[config.mk]
export PLATFORM = sky130hd
export DESIGN_NAME = instruction_fetch
export DESIGN_NICKNAME = d
export VERILOG_FILES = /design/src/rtl/instruction_fetch.sv
export SDC_FILE = /design/constraint.sdc
export NUM_CORES = 2
export LEC_CHECK = 0
export CAP_MARGIN = 25
export CELL_PAD_IN_SITES_DETAIL_PLACEMENT = 0
export CELL_PAD_IN_SITES_GLOBAL_PLACEMENT = 1
export CORE_UTILIZATION = 40
export CTS_CLUSTER_DIAMETER = 100
export DETAILED_ROUTE_END_ITERATION = 8
export DONT_BUFFER_PORTS = 1
export PLACE_DENSITY = 0.63
export SETUP_SLACK_MARGIN = 0.02
export SYNTH_ARGS = -nofsm -noshare
export SYNTH_HDL_FRONTEND = slang
export SYNTH_SLANG_ARGS = --single-unit
[constraint.sdc]
create_clock -name clk_i -period 12.3 [get_ports clk_i]
set_input_delay 2.46 -clock clk_i [delete_from_list [all_inputs] [get_ports clk_i]]
set_output_delay 2.46 -clock clk_i [all_outputs]
set_load 0.005 [all_outputs]
[src/rtl/instruction_fetch.sv]
// RV32I instruction fetch stage: one-outstanding imem requests, BTB next-PC prediction,
// and the IF/ID register with decode stalls and execute-stage redirects.
module instruction_fetch #(
    parameter int unsigned BTB_ENTRIES = 16,
    parameter logic [31:0] RESET_PC    = 32'h0000_0000
) (
    input  logic        clk_i,
    input  logic        rst_i,
    output logic        imem_req_o,
    output logic [31:0] imem_addr_o,
    input  logic        imem_ack_i,
    input  logic [31:0] imem_rdata_i,
    input  logic        load_stall_i,
    input  logic        peripheral_stall_i,
    input  logic        branching_i,
    input  logic [31:0] branch_target_i,
    input  logic        btb_update_i,
    input  logic [31:0] btb_update_pc_i,
    input  logic [31:0] btb_update_target_i,
    input  logic        btb_update_taken_i,
    output logic [31:0] fetched_instruction_if_o,
    output logic [31:0] pc_if_o,
    output logic [31:0] btb_predicted_pc_if_o,
    output logic        branch_is_taken_prediction_if_o
);

    localparam int unsigned IDX   = $clog2(BTB_ENTRIES);
    localparam int unsigned TAG_W = 30 - IDX;
    localparam logic [31:0] NOP   = 32'h0000_0013;

    typedef enum logic [1:0] {FETCH, HOLD, DISCARD} state_t;

    state_t      state;
    logic [31:0] fetch_pc;
    logic [31:0] discard_addr;
    logic [31:0] hold_instr;
    logic [31:0] hold_pc;
    logic [31:0] hold_pred_pc;
    logic        hold_pred_taken;
    logic        stall;

    logic [BTB_ENTRIES-1:0] btb_valid;
    logic [TAG_W-1:0]       btb_tag    [BTB_ENTRIES];
    logic [31:0]            btb_target [BTB_ENTRIES];
    logic [1:0]             btb_ctr    [BTB_ENTRIES];

    logic [IDX-1:0]   look_idx;
    logic [TAG_W-1:0] look_tag;
    logic             look_hit;
    logic             pred_taken;
    logic [31:0]      pred_pc;

    logic [IDX-1:0]   upd_idx;
    logic [TAG_W-1:0] upd_tag;
    logic             upd_hit;
    logic             unused_upd_bits;

    assign stall = load_stall_i | peripheral_stall_i;

    assign look_idx   = fetch_pc[IDX+1:2];
    assign look_tag   = fetch_pc[31:IDX+2];
    assign look_hit   = btb_valid[look_idx] && (btb_tag[look_idx] == look_tag);
    assign pred_taken = look_hit && btb_ctr[look_idx][1];
    assign pred_pc    = pred_taken ? btb_target[look_idx] : fetch_pc + 32'd4;

    assign upd_idx         = btb_update_pc_i[IDX+1:2];
    assign upd_tag         = btb_update_pc_i[31:IDX+2];
    assign upd_hit         = btb_valid[upd_idx] && (btb_tag[upd_idx] == upd_tag);
    assign unused_upd_bits = ^btb_update_pc_i[1:0];

    // A request is abandoned the instant reset rises; DISCARD keeps presenting the old address.
    assign imem_req_o  = !rst_i && (state != HOLD);
    assign imem_addr_o = (state == DISCARD) ? discard_addr : fetch_pc;

    always_ff @(posedge clk_i or posedge rst_i) begin
        if (rst_i) begin
            state                           <= FETCH;
            fetch_pc                        <= RESET_PC;
            discard_addr                    <= RESET_PC;
            hold_instr                      <= NOP;
            hold_pc                         <= 32'hFFFF_FFFC;
            hold_pred_pc                    <= 32'h0;
            hold_pred_taken                 <= 1'b0;
            fetched_instruction_if_o        <= NOP;
            pc_if_o                         <= 32'hFFFF_FFFC;
            btb_predicted_pc_if_o           <= 32'h0;
            branch_is_taken_prediction_if_o <= 1'b0;
        end else if (branching_i) begin
            fetched_instruction_if_o        <= NOP;
            branch_is_taken_prediction_if_o <= 1'b0;
            fetch_pc                        <= branch_target_i;
            if (state != HOLD && !imem_ack_i) begin
                state        <= DISCARD;
                discard_addr <= imem_addr_o;
            end else begin
                state <= FETCH;
            end
        end else begin
            case (state)
                FETCH: begin
                    if (imem_ack_i) begin
                        fetch_pc <= pred_pc;
                        if (stall) begin
                            hold_instr      <= imem_rdata_i;
                            hold_pc         <= fetch_pc;
                            hold_pred_pc    <= pred_pc;
                            hold_pred_taken <= pred_taken;
                            state           <= HOLD;
                        end else begin
                            fetched_instruction_if_o        <= imem_rdata_i;
                            pc_if_o                         <= fetch_pc;
                            btb_predicted_pc_if_o           <= pred_pc;
                            branch_is_taken_prediction_if_o <= pred_taken;
                        end
                    end else if (!stall) begin
                        fetched_instruction_if_o        <= NOP;
                        branch_is_taken_prediction_if_o <= 1'b0;
                    end
                end
                HOLD: begin
                    if (!stall) begin
                        fetched_instruction_if_o        <= hold_instr;
                        pc_if_o                         <= hold_pc;
                        btb_predicted_pc_if_o           <= hold_pred_pc;
                        branch_is_taken_prediction_if_o <= hold_pred_taken;
                        state                           <= FETCH;
                    end
                end
                DISCARD: begin
                    if (imem_ack_i) begin
                        state <= FETCH;
                    end
                    if (!stall) begin
                        fetched_instruction_if_o        <= NOP;
                        branch_is_taken_prediction_if_o <= 1'b0;
                    end
                end
                default: state <= FETCH;
            endcase
        end
    end

    always_ff @(posedge clk_i or posedge rst_i) begin
        if (rst_i) begin
            btb_valid <= '0;
        end else if (btb_update_i && !upd_hit && btb_update_taken_i) begin
            btb_valid[upd_idx] <= 1'b1;
        end
    end

    // Hits train the counter; a taken miss replaces whatever occupies the slot.
    always_ff @(posedge clk_i) begin
        if (btb_update_i) begin
            if (upd_hit) begin
                if (btb_update_taken_i) begin
                    btb_target[upd_idx] <= btb_update_target_i;
                    if (btb_ctr[upd_idx] != 2'b11) begin
                        btb_ctr[upd_idx] <= btb_ctr[upd_idx] + 2'd1;
                    end
                end else if (btb_ctr[upd_idx] != 2'b00) begin
                    btb_ctr[upd_idx] <= btb_ctr[upd_idx] - 2'd1;
                end
            end else if (btb_update_taken_i) begin
                btb_tag[upd_idx]    <= upd_tag;
                btb_target[upd_idx] <= btb_update_target_i;
                btb_ctr[upd_idx]    <= 2'b10;
            end
        end
    end

endmodule

Yosys cells after proc, flatten, opt, wreduce, memory -nomap -nowiden
Memories as Yosys holds them, arrays and structs flattened.
Index checks and enable logic that the tools add are counted.
{"block": "op_classes", "addsub": 3, "n_lt_le_gt_ge": 3, "n_eq_ne": 14, "n_mux": 58, "bitwise": 6, "reduce_logical": 23}
{"cell": "$mux W32", "n": 17}
{"cell": "$pmux W32 S2", "n": 2}
{"cell": "$pmux W32 S3", "n": 1}
{"cell": "$eq A26 B26 Y1", "n": 2}
{"cell": "$add A32 B3 Y32 const B", "n": 1}
{"cell": "$mux W1", "n": 25}
{"cell": "$mux W2", "n": 8}
{"cell": "$or A16 B16 Y16", "n": 1}
{"cell": "$ne A3 B3 Y1 const B", "n": 4}
{"cell": "$lt A4 B5 Y1 const B", "n": 2}
{"cell": "$bmux W1 S4", "n": 2}
{"cell": "$logic_and A1 B1 Y1", "n": 8}
{"cell": "$ne A2 B2 Y1 const B", "n": 4}
{"cell": "$reduce_and A4 Y1", "n": 2}
{"cell": "$reduce_bool A2 Y1", "n": 4}
{"cell": "$pmux W2 S3", "n": 1}
{"cell": "$reduce_and A5 Y1", "n": 1}
{"cell": "$demux W1 S4", "n": 1}
{"cell": "$ge A4 B1 Y1 const B", "n": 1}
{"cell": "$ne A4 B4 Y1 const B", "n": 1}
{"cell": "$or A1 B1 Y1", "n": 4}
{"cell": "$reduce_and A2 Y1", "n": 2}
{"cell": "$reduce_bool A4 Y1", "n": 1}
{"cell": "$logic_not A1 Y1", "n": 3}
{"cell": "other kinds (9)", "n": 9}
{"block": "word_totals", "reg_bits": 276, "mem_bits_rw": 960, "in_bits": 136, "output_inout_bits": 130, "n_memories": 3}
{"memory": "btb_target", "depth": 16, "word_bits": 32, "rd": 1, "rd_ports_with_merged_regs": 0, "write_ports": 1, "line": "44", "rtl": "logic [31:0] btb_target [BTB_ENTRIES];"}
{"memory": "btb_tag", "depth": 16, "word_bits": 26, "rd": 2, "rd_ports_with_merged_regs": 0, "write_ports": 1, "line": "43", "rtl": "logic [TAG_W-1:0] btb_tag [BTB_ENTRIES];"}
{"memory": "btb_ctr", "depth": 16, "word_bits": 2, "rd": 2, "rd_ports_with_merged_regs": 0, "write_ports": 1, "line": "45", "rtl": "logic [1:0] btb_ctr [BTB_ENTRIES];"}

Depth between registers and ports, before layout
An unclocked memory read counts as a cell.
{"block": "depth", "word_depth": 9, "mapped_depth": 14, "mapped_depth_nobuf": 10}

Worst setup path before layout
No wires, ideal clock.
{"block": "synth_path", "path_kind": "input to register", "start": "input btb_update_pc_i[2]", "end": "memory btb_tag[11][0] (netlist name), enable pin", "setup_time_ns": 0.409, "arrival_ns": 5.886, "path_slack_ns": 6.005, "cell_stages": 12, "path_buffers": 3, "cell_sequence": "buf_6 > buf_6 > buf_2 > mux4_2 > mux2i_1 > mux2i_1 > xnor2_1 > o2111ai_1 > nor4_4 > a21oi_1 > nand3_1 > nor2_1"}
{"block": "synth_via", "elab_chain_cells": 6, "word_cells_on_any_way": 8, "classes_between": "eq/ne (1); mux (5); reduce/logical (1); memory (1)"}
{"item": "start, declared", "line": "18", "rtl": "input logic [31:0] btb_update_pc_i,"}
{"item": "$mem_v2 Z16 W26 / $bmux W1 S4 (equally long branches)"}
{"item": "$eq A26 B26 Y1 / $mux W1 (equally long branches)", "line": "68", "rtl": "assign upd_hit = btb_valid[upd_idx] && (btb_tag[upd_idx] == upd_tag);"}
{"item": "$logic_and A1 B1 Y1", "line": "68"}
{"item": "$mux W1", "line": "154", "rtl": "if (upd_hit) begin"}
{"item": "$mux W1", "line": "153", "rtl": "if (btb_update_i) begin"}
{"item": "$mux W1 (not written as such)", "line": "164", "rtl": "btb_tag[upd_idx] <= upd_tag;"}
{"item": "end, declared", "line": "43"}
Several ways; a longest one is shown, not always the timed one. The select of a mux whose other input is x is not followed.

Worst setup path in the final report
{"block": "layout_path", "start": "input btb_update_pc_i[2]", "end": "memory btb_tag[12][7] (netlist name), enable pin"}
Same word-level chain as after synthesis.

==> impl_metrics.toml <==
[route]
drt_iter0_drc = 2886
wirelength_mm = 161
num_vias = 31100
first_pass_iters = 6
ant_nets = 0
wl_per_cell_microns = 31.0
viasPerCell = 5.97
drc = 0

[timing]
tightest_slew_ns = 1.17
fin_crit_sh_pct = 49.9
slew_headroom_pct = 22.0
final-setup-viol-count = 0
post-route-min-period_ns = 6.14
hold_viol = 0
rsz0062_at_grt = "false"
finClkSkew_ns = 0.0613
fin_tns_setup_ns = 0
report.final.slew_viol_count = 0
max_freq_mhz = 163

[synthesis]
synth_mux_area_share_pct = 20.6
synth_top_area_share_pct = 52.5
synthDistinctLibCells = 73
ys_warn_count = 0
yosys-top-cells-area = "edfxtp_1 53%, mux4_2 14%, dfrtp_1 9.6%"
synth_ff_type = "edfxtp_1"
synth_top_family_by_area = "multiplexers"
synth_edf_count = 960
synth_fa_ha_area_share_pct = 0.0912
synth_top_area_cell = "edfxtp_1"
synth_fp_nets = 3474
ys_ff_latch = 1236
synthXorXnorAreaFrac_pct = 1.10
syn_area_sq_mm = 0.0549
ys_async_sr_fraction_pct = 22.3
synthSimpleGateAreaFrac_pct = 4.45
synth.avg_cell_area_sq_um = 16.5
ys_seq_area_share_pct = 65.3
synth_compound_area_share_pct = 6.04
synthCells = 3334

[cts]
tritoncts = "done"
cts_buffer_depth = 3
post_cts_buffers = 0
clkTransAtPathRegs_ns = 0.05
htree_levels = 4
clkLatencyLatePin_ns = 0.79
cts_hold_buf = 0
clkSinkCount = 1236
numCtsBuffers = 138
cts_resized = 0
clock-root-buffer = "clkbuf_16"

[grt]
antenna_found_initial = 10
grt_max_degree = 135
grt_pass1_wl_mm = 230
grt_pass1_vias = 32000
globalRouteTotalUtil_pct = 23.3
grt-ovfl-total = 0

[placed_design]
gp_congestion = 0.827
io_buffers = 0
dpl_cell_area_sq_mm = 0.0569
hpwl_mm = 97.9

[floorplan]
die_area_sq_mm = 0.139
die_h_microns = 372
die_w_microns = 372
ios = 266
start_util_pct = 40.4
rows = 135
core_sq_mm = 0.136

[layout]
final_common_cell = "edfxtp_1"
layout-drive-gt1-share_pct = 25.2
fin_area_sq_mm = 0.0615
final_cell_mix = "960 x edfxtp_1, 349 x mux4_2, 260 x nand2_1"
final_core_util_pct = 45.3
nNetsFinal = 3452
area_delta_synth_final_pct = 12.0

[setup_path]
startpoint_type = "input pin"
crit_fanout = 134
cp-end-kind = "flop"
critical_path_required_ns = 12.70
rrSetupSlack_ns = 6.18
criticalPathCategory = "in2reg"
arrival_ns = 6.54

[power]
vdd_drop_max_uv = 139
p_leak_nw = 20.7
p_per_area_mw_per_mm2 = 181
power.total_mw = 11.1

[outcome]
status = "completed"

[worst_hold_path]
min_path_type = "reg2reg"

[job]
maxCapViolCount = 0
## cells by family after synthesis
logic type / count (synthesis)
buf+inv: 282
compound gates: 545
fa+ha+maj: 4
flops: 1236
simple gates: 525
mux: 673
xor+xnor: 69
## sequential cells by signal, indices dropped and copies added (netlist names)
register	flops
branch_is_taken_prediction_if_o	1
btb_ctr	32
btb_predicted_pc_if_o	32
btb_tag	416
btb_target	512
btb_valid	16
discard_addr	32
fetch_pc	32
fetched_instruction_if_o	32
hold_instr	32
hold_pc	32
hold_pred_pc	32
hold_pred_taken	1
pc_if_o	32
state	2
## power by group
group	switching, mW	internal [mW]
logic	0.930	0.723
registers	0.393	4.94
clock network	1.72	2.42
## per-layer routing
| layer | up-vias | share of wire (%) | global-route usage [%] |
|---|---|---|---|
| met5 | - | 0.036 | 0 |
| met4 | 12 | 3.0 | 7.39 |
| met3 | 254 | 8.4 | 7.03 |
| met2 | 1100 | 49 | 37.7 |
| met1 | 16500 | 40 | 30.0 |
| li1 | 13200 | - | - |
## synthesized netlist by cell type (46+ instances only)
cell type	n
edfxtp_1	960
mux4_2	349
nand2_1	261
dfrtp_1	210
mux2i_1	206
o21ai_0	162
clkbuf_1	141
a21oi_1	108
mux2_2	94
o21ai_1	84
nor2_1	75
dfstp_2	66
xnor2_1	53
and3_1	51
buf_2	46
## final timing paths
kind / start / endpoint / cells past startpoint
max in group asynchronous: rst_i / discard_addr[12]$_DFFE_PP0P_ / 3
worst max register to register: fetch_pc[2]$_DFFE_PP0P_ / fetch_pc[6]$_DFFE_PP0P_ / 12
worst max-delay path: btb_update_pc_i[2] / btb_tag[12][7]$_DFFE_PP_ / 10
min in group asynchronous: rst_i / pc_if_o[1]$_DFFE_PP0P_ / 1
worst min register to register: hold_pred_pc[11]$_DFFE_PP0P_ / hold_pred_pc[11]$_DFFE_PP0P_ / 2
worst min-delay path: hold_pred_pc[11]$_DFFE_PP0P_ / hold_pred_pc[11]$_DFFE_PP0P_ / 2
## critical path, stage by stage
cell and delay [ns]:
mux4_2 0.55, mux2i_1 0.48, a22o_1 0.22, a221oi_1 0.07, a31oi_1 0.28, nor4_4 0.13, a21oi_1 0.48, nand2_1 0.49
nor2_4 0.75, buf_4 0.45
## final cells by class
class                           instances  area, sq um
Sequential cell                      1236        35800
Inverter                               36          144
Tap cell                             1781         2230
Clock buffer                          190         3800
Fill cell                           11700        74300
Multi-Input combinational cell       1816        18000
Antenna cell                            2         5.00
Clock inverter                         56          766
Timing Repair Buffer                   84          716
## per-stage QoR
stage | setup WS (ns) | cells | hold slack [ns]
finish | 6.16 | 5201 | 0.475
global route | 5.90 | 5201 | 0.500
CTS | 6.06 | 5196 | 0.477
detailed placement | 5.45 | 4950 | 0.465
global placement | 5.61 | 4947 | 0.458
floorplan | 2.34 | 3334 | 0.442
No activity file was read; power rests on OpenSTA's default activity.
